==> src/rtl/alu_stream_pkg.sv <==
// Shared types for the opcode ALU stream: opcode encoding, header field
// placement and the result reducer state encoding.
// Imported by the ALU stage and by result_reducer.
package alu_stream_pkg;

  typedef enum logic [1:0] {
    OPCODE_ADD = 2'd0,
    OPCODE_XOR = 2'd1,
    OPCODE_AND = 2'd2,
    OPCODE_OR  = 2'd3
  } opcode_t;

  // Opcode position inside a header word.
  localparam int OPCODE_LSB = 0;
  localparam int OPCODE_W   = 2;

  typedef enum logic [1:0] {
    ST_IDLE,
    ST_ACCUM,
    ST_EMIT_HDR,
    ST_EMIT_SUM
  } rr_state_t;

endpackage

==> src/rtl/result_reducer_if.sv <==
// Avalon-ST link (ready_latency = 0): sop/eop/valid/data forward, ready back.
// No logic; the master drives the forward signals, the slave drives ready.
// One instance per direction of a stream hop.
interface result_reducer_if #(
  parameter int DATA_W = 32
);
  logic              sop;
  logic              eop;
  logic              valid;
  logic              ready;
  logic [DATA_W-1:0] data;

  modport master (output sop, output eop, output valid, output data, input ready);
  modport slave  (input sop, input eop, input valid, input data, output ready);
endinterface

==> src/rtl/result_reducer.sv <==
// Reduces each ALU result packet to {header(count, opcode), 32-bit wrapping sum}.
// Latency: header valid the cycle after eop is accepted, sum the cycle after header transfer.
// Backpressure: snk.ready is low while a summary is pending; it never depends on src.ready.
module result_reducer
  import alu_stream_pkg::*;
#(
  parameter int DATA_W = 32,
  parameter int CNT_W  = 16,  // must be <= DATA_W-2 so count and opcode fields never overlap
  parameter int ERR_W  = 8
) (
  input  logic             clk,
  input  logic             rst,
  result_reducer_if.slave  snk,
  result_reducer_if.master src,
  output logic [ERR_W-1:0] err_count
);

  rr_state_t         state_q, state_d;
  logic [DATA_W-1:0] sum_q, sum_d;
  logic [CNT_W-1:0]  cnt_q, cnt_d;
  opcode_t           op_q, op_d;
  logic [ERR_W-1:0]  err_q, err_d;
  logic              err_inc;
  logic              src_vld_q, src_vld_d;
  logic              src_sop_q, src_sop_d;
  logic              src_eop_q, src_eop_d;
  logic [DATA_W-1:0] src_dat_q, src_dat_d;
  logic              snk_rdy;
  logic              snk_acc;

  // Ready is a pure state decode, forced low during reset.
  assign snk_rdy = !rst && ((state_q == ST_IDLE) || (state_q == ST_ACCUM));
  assign snk_acc = snk.valid && snk_rdy;

  assign snk.ready = snk_rdy;
  assign src.valid = src_vld_q;
  assign src.sop   = src_sop_q;
  assign src.eop   = src_eop_q;
  assign src.data  = src_dat_q;
  assign err_count = err_q;

  // Next state, accumulators, error counting and registered-output preload.
  always_comb begin
    state_d   = state_q;
    sum_d     = sum_q;
    cnt_d     = cnt_q;
    op_d      = op_q;
    err_inc   = 1'b0;
    src_vld_d = 1'b0;
    src_sop_d = 1'b0;
    src_eop_d = 1'b0;
    src_dat_d = '0;

    case (state_q)
      ST_IDLE, ST_ACCUM: begin
        if (snk_acc) begin
          if (snk.sop) begin
            // A sop inside a packet means the previous eop went missing:
            // drop the partial packet and restart from this header.
            err_inc = (state_q == ST_ACCUM);
            op_d    = opcode_t'(snk.data[OPCODE_LSB +: OPCODE_W]);
            sum_d   = '0;
            cnt_d   = '0;
            state_d = snk.eop ? ST_EMIT_HDR : ST_ACCUM;
          end else if (state_q == ST_IDLE) begin
            err_inc = 1'b1;  // data beat with no header: dropped
          end else begin
            sum_d = sum_q + snk.data;
            cnt_d = (&cnt_q) ? cnt_q : cnt_q + 1'b1;
            if (snk.eop) begin
              state_d = ST_EMIT_HDR;
            end
          end
        end
      end
      ST_EMIT_HDR: if (src.ready) state_d = ST_EMIT_SUM;
      ST_EMIT_SUM: if (src.ready) state_d = ST_IDLE;
      default:     state_d = ST_IDLE;
    endcase

    err_d = (err_inc && !(&err_q)) ? err_q + 1'b1 : err_q;

    // Outputs are a function of the next state so they leave the flops
    // already aligned with it; sum/count/opcode are frozen while emitting.
    case (state_d)
      ST_EMIT_HDR: begin
        src_vld_d = 1'b1;
        src_sop_d = 1'b1;
        src_dat_d[DATA_W-1 -: CNT_W]        = cnt_d;
        src_dat_d[OPCODE_LSB +: OPCODE_W]   = op_d;
      end
      ST_EMIT_SUM: begin
        src_vld_d = 1'b1;
        src_eop_d = 1'b1;
        src_dat_d = sum_d;
      end
      default: ;
    endcase
  end

  // State and output registers with synchronous reset.
  always_ff @(posedge clk) begin
    if (rst) begin
      state_q   <= ST_IDLE;
      sum_q     <= '0;
      cnt_q     <= '0;
      op_q      <= OPCODE_ADD;
      err_q     <= '0;
      src_vld_q <= 1'b0;
      src_sop_q <= 1'b0;
      src_eop_q <= 1'b0;
      src_dat_q <= '0;
    end else begin
      state_q   <= state_d;
      sum_q     <= sum_d;
      cnt_q     <= cnt_d;
      op_q      <= op_d;
      err_q     <= err_d;
      src_vld_q <= src_vld_d;
      src_sop_q <= src_sop_d;
      src_eop_q <= src_eop_d;
      src_dat_q <= src_dat_d;
    end
  end

endmodule

==> src/flat_wrapper.sv <==
// flat-port wrapper written by rule: the top's interface ports become plain ports
module result_reducer_flat import alu_stream_pkg::*;
#(
  parameter int DATA_W = 32,
  parameter int CNT_W  = 16,                                                                 
  parameter int ERR_W  = 8
)
  (clk, rst, err_count, snk_sop, snk_eop, snk_valid, snk_data, snk_ready, src_sop, src_eop, src_valid, src_data, src_ready);
  result_reducer_if #(.DATA_W(DATA_W)) snk_i ();
  result_reducer_if #(.DATA_W(DATA_W)) src_i ();
  input  logic clk;
  input  logic rst;
  output logic [ERR_W-1:0] err_count;
  input wire logic [$bits(snk_i.sop)-1:0] snk_sop;
  input wire logic [$bits(snk_i.eop)-1:0] snk_eop;
  input wire logic [$bits(snk_i.valid)-1:0] snk_valid;
  input wire logic [$bits(snk_i.data)-1:0] snk_data;
  output wire logic [$bits(snk_i.ready)-1:0] snk_ready;
  output wire logic [$bits(src_i.sop)-1:0] src_sop;
  output wire logic [$bits(src_i.eop)-1:0] src_eop;
  output wire logic [$bits(src_i.valid)-1:0] src_valid;
  output wire logic [$bits(src_i.data)-1:0] src_data;
  input wire logic [$bits(src_i.ready)-1:0] src_ready;
  assign snk_i.sop = snk_sop;
  assign snk_i.eop = snk_eop;
  assign snk_i.valid = snk_valid;
  assign snk_i.data = snk_data;
  assign snk_ready = snk_i.ready;
  assign src_sop = src_i.sop;
  assign src_eop = src_i.eop;
  assign src_valid = src_i.valid;
  assign src_data = src_i.data;
  assign src_i.ready = src_ready;
  result_reducer #(.DATA_W(DATA_W), .CNT_W(CNT_W), .ERR_W(ERR_W)) u_core (.clk(clk), .rst(rst), .snk(snk_i), .src(src_i), .err_count(err_count));
endmodule
==> config.mk <==
export PLATFORM = sky130hd
export DESIGN_NAME = result_reducer_flat
export DESIGN_NICKNAME = d
export VERILOG_FILES = /design/src/rtl/alu_stream_pkg.sv /design/src/rtl/result_reducer_if.sv /design/src/rtl/result_reducer.sv /design/src/flat_wrapper.sv
export SDC_FILE = /design/constraint.sdc
export NUM_CORES = 1
export LEC_CHECK = 0
export CORE_UTILIZATION = 58
export DETAILED_ROUTE_END_ITERATION = 10
export GPL_ROUTABILITY_DRIVEN = 0
export PLACE_DENSITY = 0.85
export SLEW_MARGIN = 20
export SYNTH_ARGS = -nofsm -noshare
export SYNTH_HDL_FRONTEND = slang
export SYNTH_SLANG_ARGS = --single-unit
==> constraint.sdc <==
create_clock -name clk -period 4.51 [get_ports clk]
set_input_delay 0.902 -clock clk [delete_from_list [all_inputs] [get_ports clk]]
set_output_delay 0.902 -clock clk [all_outputs]
set_load 0.01 [all_outputs]
==> results of run 1 <==
## area by class of cell
cell class	count	area, sq um	share of cell area
clock buffers	9	124	0.0193
multi-input cells	518	3260	0.509
clock inverters	6	91.3	0.0143
flip-flops and latches	95	1900	0.297
well taps	108	135	0.0211
repair buffers	84	833	0.130
inverters	16	60.1	0.00938
## flip-flops by register name, indices dropped and copies added (netlist names)
name,flops
u_core.state_q,2
u_core.op_q,2
u_core.src.sop,1
u_core.cnt_q,16
u_core.err_count,8
u_core.src.eop,1
u_core.sum_q,32
u_core.src.data,32
u_core.src.valid,1
## layer usage
metal	vias to the layer above	routed length (um)	GRT usage
met5	-	0	0
met4	0	515	0.150
met3	47	1350	0.0573
met2	316	6850	0.516
met1	2477	6040	0.401
li1	2502	-	-
## metrics by stage
step	total power [mW]	setup WS [ns]	hold slack, ns
floorplan	0.979	1.34	0.443
global placement	1.04	0.682	0.458
detailed placement	1.05	0.616	0.464
CTS	1.66	0.983	0.477
global route	1.72	0.819	0.507
finish	1.67	0.933	0.477
## worst max-delay path: stages
cell	delay [ns]
clkdlybuf4s50_1	0.51
ha_1	0.35
a211oi_1	0.36
o211ai_2	0.15
a211oi_2	0.49
nor4_1	0.13
o21a_1	0.22
or3_1	0.32
a32oi_1	0.25
a211oi_1	0.11
## logic make-up (layout without fill, tap and decap cells)
group	Yosys count	in the layout	synth area share
mux	8	8	0.0149
flops	95	95	0.355
xor+xnor	36	36	0.0588
compound gates	174	174	0.209
buf+inv	41	115	0.0385
simple gates	266	266	0.243
fa+ha+maj	34	34	0.0807
## Yosys cell counts (4+ instances only)
cell       n  area share
dfxtp_1   95        0.35
nor2_1    75       0.053
nand2_1   70       0.049
a21oi_1   58       0.054
o21ai_0   39       0.036
ha_1      33       0.077
xnor2_1   22       0.036
nand3_1   20       0.019
and2_1    18       0.021
clkbuf_1  17       0.012
nor3_1    17       0.016
inv_1     16       0.011
xor2_1    14       0.023
a22oi_1   10       0.014
and3_1    10       0.012
nand4_1   10       0.012
a21o_1     9       0.013
mux2i_1    8       0.015
nor4_1     8      0.0093
o22ai_1    8      0.0093
a31oi_1    6      0.0070
nor2b_1    5      0.0058
or3_1      5      0.0058
nand2b_1   4      0.0047
o31ai_1    4      0.0056
## where the power goes
part           internal [mW]  total (mW)  switching, mW
combinational         0.0768       0.185          0.108
clock                  0.314       0.633          0.320
sequential             0.844       0.850        0.00614
## worst min-delay path by stage
stage | to | cells after the start
floorplan | u_core.sum_q[7]$_SDFF_PP0_ | 2
global placement | u_core.sum_q[9]$_SDFF_PP0_ | 2
detailed placement | u_core.sum_q[7]$_SDFF_PP0_ | 2
CTS | u_core.sum_q[7]$_SDFF_PP0_ | 2
global route | u_core.sum_q[7]$_SDFF_PP0_ | 2
finish | u_core.sum_q[7]$_SDFF_PP0_ | 2
==> metrics.log, run 1 <==
INFO  metric grt.total_usage = 0.315
INFO  metric unrepaired_setup_endpoints_after_global_routing = no
INFO  metric maximum_clock_frequency = 0.280 GHz
INFO  metric yosys_most_used_dff = dfxtp_1
INFO  metric layout_common_cells = dfxtp_1 (95), clkdlybuf4s50_1 (81), nor2_1 (75), nand2_1 (70), a21oi_1 (58)
INFO  metric die_width = just under 100 um
INFO  metric post_dp_cell_area = roughly 0.0062 sq mm
INFO  metric critical_path_peak_fanout = 5
INFO  metric cts_buffer_depth = 2
INFO  metric ys_warn_count = 0
INFO  metric synth_cell_types = between 70 and 80
INFO  metric critPathLaunchType = input pin
INFO  metric cts_htree_levels = 3
INFO  metric place.detailed.hpwl = between 10000 and 15000 um
INFO  metric ys_async_sr_fraction = 0
INFO  metric reg2reg_slack = 1.54 ns
INFO  metric syn-instance-count = about 650
INFO  metric slew_margin_rel = 0.583
INFO  metric synthToLayoutAreaGrowth = 19.4%
INFO  metric numClockSinks = 95
INFO  metric first_global_vias = slightly above 5000
INFO  metric layout-drive-gt1-share = 0.0522
INFO  metric endpoint_kind = flop
INFO  metric detailedRoute.firstIterationViolations = 418
INFO  metric hold_start = u_core.sum_q[7]$_SDFF_PP0_
INFO  metric drt.antenna.violating_nets = 0
INFO  metric finish.net_count = a little under 800
INFO  metric avgRoutedWirePerCell = around 18 um
INFO  metric final_min_period_over_clock_period = 0.793
INFO  metric number_of_failing_hold_endpoints_at_the_final_stage = 0
INFO  metric synth_enable_flop_cells = 0
INFO  metric clock_insertion_delay_worst_skew = about 0.37 ns
INFO  metric final.setup.tns = 0 ns
INFO  metric report.final.setup_viol = 0
INFO  metric floorplan.core_area = 0.00885 sq mm
INFO  metric instances_no_fill = approximately 840
INFO  metric dieArea = 0.00963 sq mm
INFO  metric critPathRequiredTime = 4.73 ns
INFO  metric dr_vias = 5342
INFO  metric synth.yosys.seq_area_share = 0.355
INFO  metric peakVddDrop = 0.188 mV
INFO  metric wl = about 15000 um
INFO  metric start_util = 0.606
INFO  metric endpoint = u_core.src.data[25]$_SDFF_PP0_
INFO  metric numPlacedInstances = between 800 and 900
INFO  metric worst_pin_slew = ~0.62 ns
INFO  metric violated_checks = design-rule violations
INFO  metric clk_transition_reported_paths = roughly 0.10 ns
INFO  metric leakage = about 2.5 nW
INFO  metric finalClockSkew = about 0.015 ns
INFO  metric postCtsSetupBuffers = 0
INFO  metric most_common_library_cell_in_the_layout_ignoring_fill_and_taps = dfxtp_1
INFO  metric outcome = finished with violations
INFO  metric synth.avg_cell_area = between 8 and 9 sq um
INFO  metric cts-resized-gates = 0
INFO  metric filler_cell_count = just over 700
INFO  metric maxSlewViolCount = 0
INFO  metric rows = 34
INFO  metric avgViaCountPerCell = 6.39
INFO  metric gr-total-overflow = 0
INFO  metric remaining_design_rule_violation_count = 5
INFO  metric post_synth_instance_area = ~0.0054 sq mm
INFO  metric grt_max_degree = 45
INFO  metric p_per_area = roughly 260 mW/mm^2
INFO  metric worstRegToRegCells = 8
INFO  metric detailedRoute.firstPassIterationCount = 8
INFO  metric startpoint = snk_data[1]
INFO  metric tritoncts.num_buffers = 9
INFO  metric critPathKind = in -> reg
INFO  metric cts_root_buffer = clkbuf_8
INFO  metric pin_count = 82
INFO  metric rr_startpoint = u_core.state_q[1]$_SDFF_PP0_
INFO  metric reg2reg_to = u_core.src.data[23]$_SDFF_PP0_
INFO  metric hold_path_class = reg -> reg
INFO  metric first_pass_grt_wire_length = ~24000 um
INFO  metric antenna_cells = 0
INFO  metric final_design_area_no_fill = ~0.0064 sq mm
INFO  metric period_needed = ~3.6 ns
INFO  metric fin_util = 0.724
INFO  metric critical_path_arrival = 3.80 ns
INFO  metric cap_viol_max_count = 0
INFO  metric post_cts_hold_buffer_count = 0
INFO  metric tritoncts = yes
INFO  metric ys_ff_latch = between 90 and 100
INFO  metric chipHeight = roughly 98 um
INFO  metric syn-num-nets = approximately 730
INFO  metric buffer_ports.inserted = 81
INFO  metric antenna_found_initial = 0
Note: power is estimated with default switching activity, not from simulation.
==> run 2: changes to the inputs <==
Settings changed: CORE_UTILIZATION 58 to 55, PLACE_DENSITY 0.85 to 0.81.
Clock period 4.51 ns to 3.6 ns, I/O delays scaled along.
==> run 2 against run 1 <==
Compared with the run above:
- global-route usage decreased by 0.78 points
- die area increased by 5.3%
- the run now ends clean
- critical path type unchanged
- total power increased by 28%
- flip-flop and latch count unchanged
- clock-buffer cell count increased by 1
==> metrics.log, run 2 (synthesized netlist as in run 1, its figures left out) <==
INFO  metric outcome = completed
INFO  metric chipHeight = 101 um (+2.6%)
INFO  metric floorplan.core_area = 0.00933 sq mm (+5.4%)
INFO  metric grt.total_usage = 0.307 (-0.00780)
INFO  metric cts_htree_levels = 3 (unchanged)
INFO  metric die_width = 101 um (+2.6%)
INFO  metric start_util = 0.575 (-0.0311)
INFO  metric detailedRoute.firstPassIterationCount = 5 (-3)
INFO  metric cts_buffer_depth = 2 (unchanged)
INFO  metric p_per_area = 323 mW/mm^2 (+24%)
INFO  metric report.final.setup_viol = 0 (unchanged)
INFO  metric filler_cell_count = 765 (+8.1%)
INFO  metric cts_root_buffer = clkbuf_8
INFO  metric peakVddDrop = 0.197 mV (+4.4%)
INFO  metric avgRoutedWirePerCell = 17.1 um (-3.2%)
INFO  metric layout_common_cells = dfxtp_1 (95), clkdlybuf4s50_1 (81), nor2_1 (75), nand2_1 (70), a21oi_1 (58)
INFO  metric first_pass_grt_wire_length = 24500 um (+1.6%)
INFO  metric grt_max_degree = 45 (unchanged)
INFO  metric dr_vias = 5418 (+1.4%)
INFO  metric finalHoldWorstSlack = 0.479 ns (+0.00217 ns)
INFO  metric slew_margin_rel = 0.583 (about the same)
INFO  metric pin_count = 82 (unchanged)
INFO  metric unrepaired_setup_endpoints_after_global_routing = no
INFO  metric critical_path_peak_fanout = 3 (-2)
INFO  metric tritoncts = yes
INFO  metric critPathLaunchType = input pin
INFO  metric post_cts_hold_buffer_count = 0 (unchanged)
INFO  metric hold_path_class = reg -> reg
INFO  metric cap_viol_max_count = 0 (unchanged)
INFO  metric drt.antenna.violating_nets = 0 (unchanged)
INFO  metric antenna_found_initial = 0 (unchanged)
INFO  metric worst_pin_slew = 0.623 ns (+0.00354 ns)
INFO  metric finalClockSkew = 0.0121 ns (-0.00288 ns)
INFO  metric clk_transition_reported_paths = 0.10 ns (about the same)
INFO  metric period_needed = around 3.5 ns
INFO  metric most_common_library_cell_in_the_layout_ignoring_fill_and_taps = dfxtp_1
INFO  metric placement.setup.worst_slack = -0.0876 ns (-0.703 ns)
INFO  metric min_delay_path_depth = 2 (unchanged)
INFO  metric fin_util = 0.707 (-0.0161)
INFO  metric layout-drive-gt1-share = 0.0787 (+0.0265)
INFO  metric place.detailed.hpwl = 11000 um (+3.5%)
INFO  metric number_of_failing_hold_endpoints_at_the_final_stage = 0 (unchanged)
INFO  metric postCtsSetupBuffers = 0 (unchanged)
INFO  metric maximum_clock_frequency = 0.286 GHz
INFO  metric critPathKind = in -> reg
INFO  metric rows = 35 (+2.9%)
INFO  metric avgViaCountPerCell = 6.16 (-3.5%)
INFO  metric critPathRequiredTime = 3.92 ns (-0.81 ns)
INFO  metric remaining_design_rule_violation_count = 0 (-5)
INFO  metric cts-resized-gates = 0 (unchanged)
INFO  metric clock_insertion_delay_worst_skew = 0.38 ns (about the same)
INFO  metric maxSlewViolCount = 0 (unchanged)
INFO  metric detailedRoute.firstIterationViolations = 440 (+5.3%)
INFO  metric leakage = 2.59 nW (+4.4%)
INFO  metric final.setup.worst_slack = 0.103 ns (-0.830 ns)
INFO  metric finish.net_count = 817 (+2.6%)
INFO  metric synthToLayoutAreaGrowth = 23.1%
INFO  metric dieArea = 0.0101 sq mm (+5.3%)
INFO  metric final_min_period_over_clock_period = 0.972
INFO  metric numClockSinks = 95 (unchanged)
INFO  metric gr-total-overflow = 0 (unchanged)
INFO  metric antenna_cells = 0 (unchanged)
INFO  metric wl = 15000 um (+1.8%)
INFO  metric worstRegToRegCells = 10 (+2)
INFO  metric critical_path_arrival = 3.82 ns (+0.02 ns)
INFO  metric tritoncts.num_buffers = 9 (unchanged)
INFO  metric first_global_vias = 5161 (+2.0%)
INFO  metric endpoint_kind = flop
INFO  metric buffer_ports.inserted = 81 (unchanged)
INFO  metric power.total = 2.13 mW (+28%)
## run 2: changes by cell type in the layout (fill, tap and decap cells not counted), sizes merged
cell,change
buf,+21
clkbuf,+1
clkinv,-1
inv,+1
## run 2: final timing paths
kind                               from                        endpoint  slack (ns)
max                         snk_data[0]  u_core.src.data[26]$_SDFF_PP0_        0.10
min          u_core.sum_q[9]$_SDFF_PP0_      u_core.sum_q[9]$_SDFF_PP0_        0.48
max reg2reg  u_core.sum_q[0]$_SDFF_PP0_  u_core.src.data[26]$_SDFF_PP0_        0.57
min reg2reg  u_core.sum_q[9]$_SDFF_PP0_      u_core.sum_q[9]$_SDFF_PP0_        0.48
## run 2: layout make-up
type                            instances  area [sq um]  area share
Timing Repair Buffer                  105           991       0.150
Tap cell                              129           161      0.0245
Sequential cell                        95          1900       0.288
Multi-Input combinational cell        518          3260       0.494
Inverter                               16          60.1     0.00910
Clock inverter                          6           100      0.0152
Clock buffer                           10           128      0.0193
## run 2: metal layers
layer,track usage,routed length (um),vias up
li1,-,-,2553
met3,0.0319,1190,45
met2,0.524,7010,326
met4,0.151,562,0
met5,0,0,-
met1,0.387,6260,2494
## run 2: metrics by stage
step | cells | setup TNS [ns] | instance area [sq um]
after floorplan | 654 | 0 | 5360
after global placement | 863 | -0.0211 | 6370
after detailed placement | 863 | -0.222 | 6370
after CTS | 879 | 0 | 6600
after global routing | 879 | 0 | 6600
final | 879 | 0 | 6600
## run 2: report_power, final
group	internal [mW]	leakage [nW]	switching [mW]
registers	1.06	0.766	0.00566
clock network	0.406	0.115	0.420
logic	0.104	1.71	0.139
total	1.57	2.59	0.565
## run 2: worst max-delay path, stage by stage
cell and delay, ns:
clkdlybuf4s50_1 0.44, ha_1 0.25, fa_1 0.40, a21o_1 0.23, a311oi_1 0.38, nor4_1 0.14
o31a_1 0.33, o21ai_2 0.21, a21oi_1 0.12, o311ai_0 0.37, o211a_1 0.22
